File: src/rtl/instr_sequencer.sv
// instr_sequencer: fetch/decode/execute control FSM; strobes are combinational from state and handshakes.
// Wait states stall on imem/dmem/alu handshakes; defining SEQ_TIMEOUT_EN adds a watchdog that halts with a sticky fault.
module instr_sequencer #(
   parameter int TIMEOUT_CYCLES = 255,
   parameter int CNT_W          = 16
) (
   input  logic             clk,
   input  logic             rst,
   input  logic             start,
   input  logic             imem_ready,
   input  logic             dmem_ready,
   input  logic             alu_done,
   input  logic             hlt,
   input  logic             bra,
   input  logic             RD,
   input  logic             WR,
   input  logic             alu_en,
   input  logic             mov_en,
   input  logic             psh,
   input  logic             pop,
   output logic             imem_req,
   output logic             ir_load,
   output logic             cu_en,
   output logic             pc_inc,
   output logic             pc_load,
   output logic             dmem_req,
   output logic             alu_start,
   output logic             reg_we,
   output logic             flags_we,
   output logic             halted,
   output logic             fault,
   output logic [2:0]       state,
   output logic [CNT_W-1:0] retired
);

   typedef enum logic [2:0] {
      S_IDLE   = 3'd0,
      S_FETCH  = 3'd1,
      S_DECODE = 3'd2,
      S_EXEC   = 3'd3,
      S_MEM    = 3'd4,
      S_ALU    = 3'd5,
      S_HALT   = 3'd6
   } state_t;

   state_t           state_q, state_d;
   logic [CNT_W-1:0] retired_q, retired_d;
   logic             retire;
   logic             timeout;
   logic             unused_cu;

   // psh/pop retire exactly like a NOP here; the stack work happens elsewhere.
   assign unused_cu = psh ^ pop;

`ifdef SEQ_TIMEOUT_EN
   localparam int WAIT_W = ($clog2(TIMEOUT_CYCLES + 1) > 8) ? $clog2(TIMEOUT_CYCLES + 1) : 8;

   logic [WAIT_W-1:0] wait_q, wait_d;
   logic              fault_q, fault_d;
   logic              waiting;

   assign waiting = (state_q == S_FETCH && !imem_ready) ||
                    (state_q == S_MEM   && !dmem_ready) ||
                    (state_q == S_ALU   && !alu_done);
   assign timeout = waiting && (wait_q == WAIT_W'(TIMEOUT_CYCLES - 1));
   // Any cycle that is not a stalled wait cycle (including every state entry) clears the count.
   assign wait_d  = (waiting && !timeout) ? wait_q + WAIT_W'(1) : '0;
   assign fault_d = fault_q | timeout;

   always_ff @(posedge clk or posedge rst) begin
      if (rst) begin
         wait_q  <= '0;
         fault_q <= 1'b0;
      end else begin
         wait_q  <= wait_d;
         fault_q <= fault_d;
      end
   end

   assign fault = fault_q;
`else
   localparam int UNUSED_TIMEOUT = TIMEOUT_CYCLES;

   assign timeout = 1'b0;
   assign fault   = 1'b0;
`endif

   always_ff @(posedge clk or posedge rst) begin
      if (rst) begin
         state_q   <= S_IDLE;
         retired_q <= '0;
      end else begin
         state_q   <= state_d;
         retired_q <= retired_d;
      end
   end

   always_comb begin
      state_d = state_q;
      case (state_q)
         S_IDLE:   if (start) state_d = S_FETCH;
         S_FETCH:  if (imem_ready) state_d = S_DECODE;
         S_DECODE: state_d = S_EXEC;
         S_EXEC: begin
            if (hlt)            state_d = S_HALT;
            else if (bra)       state_d = S_FETCH;
            else if (RD || WR)  state_d = S_MEM;
            else if (alu_en)    state_d = S_ALU;
            else                state_d = S_FETCH;
         end
         S_MEM:    if (dmem_ready) state_d = S_FETCH;
         S_ALU:    if (alu_done) state_d = S_FETCH;
         S_HALT:   if (start) state_d = S_FETCH;
         default:  state_d = S_IDLE;
      endcase
      if (timeout) state_d = S_HALT;
   end

   always_comb begin
      imem_req  = 1'b0;
      ir_load   = 1'b0;
      cu_en     = 1'b0;
      pc_inc    = 1'b0;
      pc_load   = 1'b0;
      dmem_req  = 1'b0;
      alu_start = 1'b0;
      reg_we    = 1'b0;
      flags_we  = 1'b0;
      halted    = 1'b0;
      retire    = 1'b0;
      case (state_q)
         S_FETCH: begin
            imem_req = 1'b1;
            ir_load  = imem_ready;
         end
         S_DECODE: cu_en = 1'b1;
         S_EXEC: begin
            if (hlt) begin
               retire = 1'b1;
            end else if (bra) begin
               pc_load = 1'b1;
               retire  = 1'b1;
            end else if (RD || WR) begin
               retire = 1'b0;
            end else if (alu_en) begin
               alu_start = 1'b1;
            end else begin
               reg_we = mov_en;
               pc_inc = 1'b1;
               retire = 1'b1;
            end
         end
         S_MEM: begin
            dmem_req = 1'b1;
            if (dmem_ready) begin
               reg_we = RD;
               pc_inc = 1'b1;
               retire = 1'b1;
            end
         end
         S_ALU: begin
            if (alu_done) begin
               reg_we   = 1'b1;
               flags_we = 1'b1;
               pc_inc   = 1'b1;
               retire   = 1'b1;
            end
         end
         S_HALT: begin
            halted = 1'b1;
            pc_inc = start;
         end
         default: retire = 1'b0;
      endcase
   end

   assign retired_d = retired_q + CNT_W'(retire);
   assign retired   = retired_q;
   assign state     = state_q;

endmodule

File: config.mk
export PLATFORM = sky130hd
export DESIGN_NAME = instr_sequencer
export DESIGN_NICKNAME = d
export VERILOG_FILES = /design/src/rtl/instr_sequencer.sv
export SDC_FILE = /design/constraint.sdc
export NUM_CORES = 1
export LEC_CHECK = 0
export CAP_MARGIN = 20
export CORE_MARGIN = 2
export CORE_UTILIZATION = 43
export DETAILED_ROUTE_END_ITERATION = 6
export MAX_ROUTING_LAYER = met4
export PLACE_DENSITY = 0.79
export SYNTH_ARGS = -nofsm -noshare
export SYNTH_HDL_FRONTEND = slang
export SYNTH_SLANG_ARGS = --single-unit
export TNS_END_PERCENT = 50
File: constraint.sdc
create_clock -name clk -period 2.55 [get_ports clk]
set_input_delay 0.51 -clock clk [delete_from_list [all_inputs] [get_ports clk]]
set_output_delay 0.51 -clock clk [all_outputs]
set_load 0.02 [all_outputs]
# Word level (Yosys, flattened, before mapping)
# Index checks and enable logic that the tools add are counted.
[classes]
n_addsub = 1
muxes = 39
n_reduce_logical = 4
n_eq_ne = 10
[ops]
columns = ["operator", "n"]
rows = [
  ["1-bit two-way mux", 27],
  ["3-bit two-way mux", 8],
  ["3-bit case mux with 6 select lines", 1],
  ["16-bit by 1-bit adder with 16-bit output", 1],
  ["3-bit == test (second input constant)", 3],
  ["3-bit by 2-bit == test with 1-bit output (second input constant)", 2],
  ["2-bit != test (second input constant)", 3],
  ["1-bit case mux with 3 select lines", 2],
  ["1-bit case mux with 4 select lines", 1],
  ["4-bit AND reduction", 1],
  ["3-bit by 1-bit == test with 1-bit output (second input constant)", 1],
  ["3-bit zero test", 1],
  ["2-bit by 1-bit != test with 1-bit output (second input constant)", 1],
  ["2-bit OR reduction", 1],
  ["1-bit logical OR", 1],
]
[word_totals]
word_cells = 56
ff_bits = 19
out_inout_bits = 30

# Logic depth before layout (Yosys ltp)
[logic_depth]
ltp_word = 6
mapped_depth = 11
depth_no_buf = 9

# Worst setup path before layout
# No wires, ideal clock.
[synth_path]
path_kind = "register to register"
start = "reg state_q[1], in the netlist state[1]"
end = "reg retired_q[11], in the netlist retired[11]"
synth_period_minus_slack_ps = 2379
arrival_time_ps = 2299
t_required_ps = 2470
setup_ps = 80
setup_slack_ps = 171
stages_incl_launch_ff = 12
cell_sequence = "dfrtp_1 buf_2 nand2b_1 nor2_1 a21oi_1 o31ai_1 ha_1 and2_0 clkbuf_1 nand3_1 nor3_1 xor2_1"
[synth_via]
elab_chain_cells = 3
word_cells_on_any_way = 5
[synth_rtl]
columns = ["item", "line_no", "source"]
rows = [
  ["start: declaration", "46", "state_t state_q, state_d;"],
  ["start signal: assignment", "93", "state_q <= state_d;"],
  ["3-bit == test / 3-bit by 2-bit == test with 1-bit output (equally long branches)", "131", "case (state_q)"],
  ["1-bit case mux with 3 select lines (*)", "131", ""],
  ["16-bit by 1-bit adder with 16-bit output (*)", "177", "assign retired_d = retired_q + CNT_W'(retire);"],
  ["via retired_d[11]", "47", "logic [CNT_W-1:0] retired_q, retired_d;"],
  ["end signal: assignment", "94", "retired_q <= retired_d;"],
  ["end: declaration", "47", ""],
]
# Mark *: on every way through the listed nets, which the timed path passes. The rest lies on a longest branch.
# A chain may end at the register's enable or synchronous reset.

# Final worst setup path
[layout_path]
start = "in hlt"
end = "out reg_we"
[layout_via]
elab_chain_cells = 2
[layout_rtl]
columns = ["item", "line_no", "source"]
rows = [
  ["start: declaration", "13", "input logic hlt,"],
  ["1-bit two-way mux", "138", "if (hlt) begin"],
  ["1-bit case mux with 3 select lines", "131", ""],
  ["end: declaration", "28", "output logic reg_we,"],
]
# Every way passes these cells.

==> impl_metrics.py <==
metrics = {
    "finish": {
        "area_delta_synth_final_pct": 47.0,
        "instances_no_fill": 197,
        "drive_gt1_share_pct": 12.6,
        "final_nets": 185,
        "n_antenna_cell": 0,
    },
    "die": {
        "rows": 18,
        "die_w_um": 54.9,
        "start_util_pct": 45.4,
        "die_area_um2": 3010,
        "core_um2": 2450,
        "die_h_um": 54.9,
        "boundaryPins": 44,
    },
    "cts": {
        "root_buffer": "clkbuf_4",
        "cts_tree": "yes",
        "clk_latency_ps": 290,
        "post_cts.repair.setup_buffers": 0,
        "path_clk_slew_ps": 100,
        "cts.sinks": 19,
        "h-tree-depth": 1,
        "numCtsBuffers": 3,
        "hold_buffers": 0,
        "cts.path.max_buffers": 2,
    },
    "sta": {
        "timing.fmax_mhz": 416,
        "slew_violations": 0,
        "finalCritPeriodShare_pct": 94.2,
        "tightest_slew_ps": 712,
        "rsz0062_at_grt": "no",
        "setup_viol": 0,
        "finalHoldViolations": 0,
        "skew_ps": 6.70,
        "max_slew_margin_pct": 52.5,
        "tns_ps": 0,
        "period_minus_slack_ps": 2400,
    },
    "critical_path": {
        "ff2ff_path_depth": 9,
        "slowest_delay_ps": 420,
        "r2r_end": "retired[10]",
        "worstPathMaxFanout": 2,
        "startpoint_type": "input port",
        "cp-startpoint": "hlt",
        "path_depth": 6,
        "required_ps": 2040,
        "cp_top_family": "buffers and inverters",
        "crit_buf_inv": 2,
        "setup.worst_path.class": "input port to output port",
        "worstPathCellList": "clkdlybuf4s50_1 > and4bb_2 > nand2_1 > nor2_1 > a21o_1 > dlygate4sd2_1",
        "slowest_stage": "clkdlybuf4s50_1",
        "arrival_ps": 1890,
        "crit_path_end": "reg_we",
        "r2r_slack_ps": 310,
        "r2r_start": "state[1]",
        "crit_path_end_kind": "output port",
    },
    "drt": {
        "num_vias": 1037,
        "drc": 0,
        "viasPerCell": 5.26,
        "avgRoutedWirePerCell_um": 13.3,
        "firstDrtPassIters": 4,
        "drtAntennaViolNets": 0,
        "drtIter0Drc": 19,
        "wl_um": 2620,
    },
    "synthesis": {
        "syn_avg_cell_area_um2": 9.60,
        "synthCells": 116,
        "ys_ff_latch": 19,
        "netlist_area_um2": 1110,
        "synth_nets": 133,
        "ys_warn_count": 0,
        "synthDistinctLibCells": 34,
        "ys.flop_type": "dfrtp_1",
        "synthArstFlopShare_pct": 100,
        "synth_edf_count": 0,
        "synth_seq_area_share_pct": 42.7,
    },
    "grt": {
        "overflow": 0,
        "grt_pass1_vias": 933,
        "track_usage_pct": 19.5,
        "grt_pass1_wl_um": 4020,
        "antenna_found_initial": 0,
        "grt_max_degree": 20,
    },
    "place": {
        "gp_congestion": 0.788,
        "dp_hpwl_um": 2090,
        "io_buffers": 40,
        "dp_cells": 193,
    },
    "pwr": {
        "power_density_nw_per_um2": 826,
        "p_leak_nw": 0.780,
        "vdd_drop_max_uv": 800,
    },
    "min_path": {
        "min-delay-start": "retired[15]",
        "hp-class": "register to register",
    },
    "run": {
        "drv_cap": 0,
    },
    "run_status": {
        "status": "complete, no violations",
    },
}
registers in the layout, indices dropped and copies added (netlist names):
name / count
retired: 16
state: 3
worst min path at each step:
stage	to	slack, ps	depth (start not counted)
detailed placement	retired[15]	470	1
global route	retired[15]	500	1
global placement	retired[15]	460	1
finish	retired[15]	480	1
floorplan	retired[0]	460	1
CTS	retired[15]	490	1
kinds of logic after synthesis:
logic type,Yosys count,share of synthesized area [%]
simple gates,51,25.4
flops,19,42.7
compound gates,15,10.0
xor+xnor,15,11.8
buf+inv,9,3.71
fa+ha+maj,3,3.37
mux,3,2.70
other cells,1,0.337
cells in the final DEF (no fill, tap or decap), types with 2 or more instances in the layout:
master | netlist | routed
xnor2_1 | 9 | 9
nand4_1 | 3 | 3
dlygate4sd2_1 | 0 | 4
inv_1 | 4 | 4
nand3_1 | 6 | 6
and3_1 | 3 | 3
xor2_1 | 6 | 6
a21oi_1 | 2 | 2
a21o_1 | 2 | 2
mux2i_1 | 3 | 3
dfrtp_1 | 19 | 19
clkbuf_4 | 0 | 3
nand2b_1 | 2 | 2
ha_1 | 3 | 3
o22ai_1 | 2 | 2
o22a_1 | 4 | 4
clkdlybuf4s50_1 | 0 | 36
nand2_1 | 11 | 11
nor2_1 | 14 | 14
buf_4 | 1 | 12
nor3_1 | 4 | 4
repair_timing:
item / 4_1_cts / 5_1_grt
endpoints found under the setup margin: 4 / 0
gates resized for setup: 4 / 0
hold endpoints to repair: 0 / 0
synth_stat cells, types with 3 or more instances:
| cell type | number | area share (%) |
|---|---|---|
| and3_1 | 3 | 1.7 |
| buf_2 | 3 | 1.3 |
| dfrtp_1 | 19 | 43 |
| ha_1 | 3 | 3.4 |
| inv_1 | 4 | 1.3 |
| mux2i_1 | 3 | 2.7 |
| nand2_1 | 11 | 3.7 |
| nand3_1 | 6 | 2.7 |
| nand4_1 | 3 | 1.7 |
| nor2_1 | 14 | 4.7 |
| nor3_1 | 4 | 1.8 |
| o22a_1 | 4 | 3.1 |
| xnor2_1 | 9 | 7.1 |
| xor2_1 | 6 | 4.7 |
worst reg2reg max path, delay by kind of cell (launching register included):
family                   cells  cell delay (ps)
adder cells (fa/ha/maj)      2              390
flip-flops                   1              580
AND/OR/NAND/NOR              4              730
XOR/XNOR                     1              140
AO/OA/AOI/OAI                2              290
metal layers:
layer  global-route usage [%]  vias to the layer above  part of all wire (%)
li1                         -                      500                     -
met1                     24.2                      514                    44
met2                     30.4                       21                    51
met3                     5.11                        2                   3.4
met4                     7.72                        0                   1.0
met5                        -                        -                     0
report_power, final:
part | internal [W] | total [W] | switching [W] | leakage [nW]
sequential | 0.000368 | 0.000475 | 0.000107 | 0.250
clock | 0.0000609 | 0.000147 | 0.0000862 | 0.0150
combinational | 0.000373 | 0.000729 | 0.000356 | 0.515
per-stage QoR:
step	util [%]	worst slack (ps)	area, um^2	total power (W)	hold slack (ps)
2_1_floorplan	-	171	1110	0.000888	461
3_3_place_gp	65.8	-98.3	1620	0.00119	462
3_5_place_dp	65.8	-131	1620	0.00122	471
4_1_cts	66.7	133	1640	0.00136	486
5_1_grt	66.7	46.0	1640	0.00144	496
6_report	66.7	149	1640	0.00135	483
final cells by class:
cell class	count	area, um^2
multi-input combinational	88	597
clock buffer	4	26.3
sequential	19	475
fill	209	818
inverter	4	15.0
timing repair buffer	52	485
tap	30	37.5
(Power assumes the default switching activity.)
